--- config.mk ---
export PLATFORM = sky130hd
export DESIGN_NAME = axis_pkt_fifo
export DESIGN_NICKNAME = d
export VERILOG_FILES = /design/src/rtl/axis_pkt_fifo.sv
export SDC_FILE = /design/constraint.sdc
export NUM_CORES = 1
export LEC_CHECK = 0
export CORE_ASPECT_RATIO = 1.2
export CORE_MARGIN = 2
export CORE_UTILIZATION = 40
export CTS_CLUSTER_SIZE = 24
export DETAILED_ROUTE_END_ITERATION = 7
export HOLD_SLACK_MARGIN = 0.15
export MAX_ROUTING_LAYER = met4
export PLACE_DENSITY = 0.59
export SETUP_SLACK_MARGIN = 0.2
export SYNTH_ARGS = -nofsm -noshare
export SYNTH_HDL_FRONTEND = slang
export SYNTH_SLANG_ARGS = --single-unit
export TNS_END_PERCENT = 10
--- constraint.sdc ---
create_clock -name clk -period 5.4 [get_ports clk]
set_input_delay 1.08 -clock clk [delete_from_list [all_inputs] [get_ports clk]]
set_output_delay 1.08 -clock clk [all_outputs]
set_load 0.05 [all_outputs]
--- src/rtl/axis_pkt_fifo.sv ---
// AXI-Stream FIFO with registered output and optional
// store-and-forward gating on tlast boundaries.
module axis_pkt_fifo #(
   parameter int WIDTH        = 32,
   parameter int DEEP         = 32,
   parameter int DEEP_BITS    = $clog2(DEEP),
   parameter int PKT_MODE     = 0,
   parameter int AFULL_THRESH = DEEP - 4
) (
   input  logic                 clk,
   input  logic                 rst,
   input  logic [WIDTH-1:0]     s_rx_tdata,
   input  logic                 s_rx_tlast,
   input  logic                 s_rx_tvalid,
   output logic                 s_rx_tready,
   output logic [WIDTH-1:0]     m_tx_tdata,
   output logic                 m_tx_tlast,
   output logic                 m_tx_tvalid,
   input  logic                 m_tx_tready,
   output logic [DEEP_BITS:0]   fifo_used,
   output logic                 fifo_full,
   output logic                 fifo_empty,
   output logic                 fifo_afull,
   output logic [DEEP_BITS:0]   pkt_count
);

   localparam logic [DEEP_BITS:0]   CNT_FULL  = DEEP[DEEP_BITS:0];
   localparam logic [DEEP_BITS:0]   CNT_AFULL = AFULL_THRESH[DEEP_BITS:0];
   localparam logic [DEEP_BITS:0]   CNT_ONE   = 1;
   localparam logic [DEEP_BITS-1:0] PTR_ONE   = 1;

   logic [WIDTH:0]        mem [DEEP];
   logic [DEEP_BITS-1:0]  wr_ptr;
   logic [DEEP_BITS-1:0]  rd_ptr;
   logic [DEEP_BITS:0]    mem_count;
   logic                  cut;
   logic                  wr_en;
   logic                  rd_en;
   logic                  rd_allow;
   logic                  rd_last;
   logic                  wr_last;

   assign fifo_full   = (mem_count == CNT_FULL);
   assign s_rx_tready = ~fifo_full;
   assign wr_en       = s_rx_tvalid && !fifo_full;
   assign wr_last     = wr_en && s_rx_tlast;

   // Store-and-forward holds reads until a whole packet is in memory,
   // unless an oversize packet forced cut-through.
   assign rd_allow = (PKT_MODE == 0) || (pkt_count != '0) || cut;
   assign rd_en    = (mem_count != '0) && rd_allow
                     && (!m_tx_tvalid || m_tx_tready);
   assign rd_last  = mem[rd_ptr][WIDTH];

   assign fifo_used  = mem_count + {{DEEP_BITS{1'b0}}, m_tx_tvalid};
   assign fifo_empty = (fifo_used == '0);
   assign fifo_afull = (mem_count >= CNT_AFULL);

   always_ff @(posedge clk) begin
      if (wr_en) begin
         mem[wr_ptr] <= {s_rx_tlast, s_rx_tdata};
      end
      if (rd_en) begin
         {m_tx_tlast, m_tx_tdata} <= mem[rd_ptr];
      end
   end

   always_ff @(posedge clk) begin
      if (rst) begin
         wr_ptr      <= '0;
         rd_ptr      <= '0;
         mem_count   <= '0;
         pkt_count   <= '0;
         cut         <= 1'b0;
         m_tx_tvalid <= 1'b0;
      end else begin
         if (wr_en) begin
            wr_ptr <= wr_ptr + PTR_ONE;
         end
         if (rd_en) begin
            rd_ptr <= rd_ptr + PTR_ONE;
         end
         unique case ({wr_en, rd_en})
            2'b10:   mem_count <= mem_count + CNT_ONE;
            2'b01:   mem_count <= mem_count - CNT_ONE;
            default: mem_count <= mem_count;
         endcase
         unique case ({wr_last, rd_en && rd_last})
            2'b10:   pkt_count <= pkt_count + CNT_ONE;
            2'b01:   pkt_count <= pkt_count - CNT_ONE;
            default: pkt_count <= pkt_count;
         endcase
         if (rd_en) begin
            m_tx_tvalid <= 1'b1;
         end else if (m_tx_tready) begin
            m_tx_tvalid <= 1'b0;
         end
         if (PKT_MODE != 0) begin
            if (rd_en && rd_last) begin
               cut <= 1'b0;
            end else if (fifo_full && pkt_count == '0) begin
               cut <= 1'b1;
            end
         end
      end
   end

endmodule

==> results.json <==
{
  "area.growth.synth_to_final_pct": 14.9,
  "port_buffers": 86,
  "core_area_mm2": 0.106,
  "vias": 19100,
  "hold_violations": 0,
  "critPathMaxFanout": 5,
  "endpoint_kind": "output port",
  "cp_num_buf_inv": 1,
  "drive_above_1_share": 0.298,
  "fp.dieW_um": 302,
  "drt-wirelength-per-cell_um": 28.1,
  "grt_antenna_before_repair": 0,
  "clock_sinks": 1117,
  "cts_hold_buf": 0,
  "peakVddDrop_mv": 0.426,
  "worstPathArrival_ns": 3.13,
  "worstHoldPathType": "reg2reg",
  "place_congestion": 0.779,
  "dieArea_mm2": 0.110,
  "finalSetupViolCount": 0,
  "max_slew.worst_pin.slew_ns": 1.32,
  "slowest_delay_ns": 0.85,
  "initial_core_util": 0.403,
  "grt_max_degree": 82,
  "pwr_density_cell_mw_per_mm2": 465,
  "finalClockSkew_ns": 0.0269,
  "dpl.cell_count": 3246,
  "slew_viol_final": 0,
  "crit_family": "buffers and inverters",
  "p_leak_nw": 14.8,
  "r2r_slack_ns": 1.32,
  "drc": 0,
  "ys_seq_area_frac": 0.778,
  "cts-htree-levels": 3,
  "fillers": 8733,
  "outcome": "complete, no violations",
  "diodes": 0,
  "row_count": 131,
  "final_cells": 3437,
  "ant_nets": 0,
  "synth_nets": 1842,
  "clkTransAtPathRegs_ns": 0.06,
  "die_h_um": 362,
  "cts_max_path_buffers": 3,
  "ys.flop_type": "edfxtp_1",
  "path_cells": "ha_1, ha_1, or4_1, nor3_1, clkdlybuf4s50_1",
  "grt_overflow_total": 0,
  "clk_latency_ns": 0.68,
  "relSlewSlack": 0.117,
  "track_usage": 0.184,
  "cts-root-buf": "clkbuf_16",
  "seqCellArea_mm2": 0.0333,
  "required_ns": 4.32,
  "cts_buffers": 105,
  "cts_resized": 0,
  "cts_tree": "yes",
  "fin_tns_setup_ns": 0,
  "synth_enable_flop_cells": 1089,
  "fmax_mhz": 238,
  "post_cts_buffers": 0,
  "max_cap_violations": 0,
  "grt_pass1_vias": 20500,
  "via_per_inst": 5.55,
  "syn_inst": 1786,
  "dp.final_hpwl_mm": 54.9,
  "cp-start-kind": "register",
  "ys_warn_count": 0,
  "rsz0062_at_grt": "no",
  "fin_crit_ns": 4.21,
  "fin_nets": 2013,
  "multiInputGateArea_mm2": 0.00926,
  "path_class": "reg2out",
  "syn_area_mm2": 0.0428,
  "synthArstFlopShare": 0,
  "fin_crit_sh": 0.780,
  "ys_seq_elements": 1117,
  "utilization": 0.463,
  "drt_iter0_markers": 1829,
  "ioPinCount": 87,
  "path_common_cell": "ha_1",
  "critPathSlowestCell": "clkdlybuf4s50_1",
  "totalWireLength_mm": 96.7,
  "syn-mean-instance-area_um2": 23.9,
  "ys_types": 53,
  "drt_first_pass_iters": 7,
  "grt_pass1_wl_mm": 142
}
==> cells in the mapped netlist, types with 10 or more instances <==
master	number	area share
ha_1	17	0.0050
clkbuf_1	49	0.0043
edfxtp_1	1089	0.76
buf_2	13	0.0015
mux2_2	32	0.0084
nand2_1	20	0.0018
inv_1	13	0.0011
a21oi_1	10	0.0012
nor2_1	59	0.0052
buf_4	19	0.0033
mux2i_1	16	0.0037
dfxtp_1	28	0.013
mux4_2	320	0.17
==> final timing paths <==
path                startpoint        endpoint  cells past startpoint
setup / recovery  mem_count[0]      fifo_empty                      5
hold / removal       rd_ptr[1]        register                      2
setup reg to reg      register  m_tx_tdata[13]                      5
hold reg to reg      rd_ptr[1]        register                      2
==> registers in the layout (all words and copies together) (netlist names), named ones only <==
register / flops
pkt_count: 6
m_tx_tvalid: 1
m_tx_tlast: 1
m_tx_tdata: 32
wr_ptr: 5
mem_count: 6
mem: 1056
rd_ptr: 5
==> cells by family after synthesis <==
logic type      after synthesis  synth area share
buf+inv                     101            0.0113
xor+xnor                     18           0.00369
simple gates                123            0.0139
compound gates               40           0.00653
mux                         368             0.181
fa+ha+maj                    19           0.00591
flops                      1117             0.778
==> area by class of cell <==
cell class | instances | area share
inverters | 14 | 0.00107
multi-input cells | 568 | 0.188
well taps | 1396 | 0.0355
flip-flops and latches | 1117 | 0.677
repair buffers | 151 | 0.0295
clock buffers | 132 | 0.0568
clock inverters | 59 | 0.0113
==> cell usage in the layout, fill, tap and decap left out, drive strengths merged, types with 7 or more instances in the layout <==
cell,instances
buf,65
mux4,320
edfxtp,1089
clkdlybuf4s50,86
inv,18
clkinv,40
xor2,9
nand2,20
nand3,7
bufinv,8
ha,17
nor2,59
a21oi,10
clkinvlp,7
mux2,32
mux2i,16
clkbuf,132
dfxtp,28
xnor2,9
==> power breakdown <==
group,switching [W],internal (W)
Combinational,0.00300,0.00246
Clock,0.00316,0.00406
Sequential,0.000263,0.00993
==> stage by stage <==
step	setup WS (ns)	hold slack [ns]	cell area, um2	power, W
after floorplan	1.29	0.460	42800	0.0142
after global placement	1.21	0.503	45800	0.0159
after detailed placement	1.26	0.492	45800	0.0160
after CTS	1.14	0.497	49100	0.0232
after global routing	1.09	0.525	49100	0.0238
final	1.19	0.508	49100	0.0229
==> metal layers <==
metal,vias up,GRT usage,part of all wire
met1,10400,0.244,0.42
met3,110,0.0256,0.051
li1,7970,-,-
met5,-,-,0
met2,546,0.305,0.51
met4,0,0.0420,0.017
==> worst register-to-register path, stage by stage (launching register included) <==
cell and delay, ns:
dfxtp_4 0.84, buf_4 0.85, buf_4 0.83, mux4_2 0.49, mux4_2 0.52, mux2_2 0.28
(Power assumes the default switching activity.)
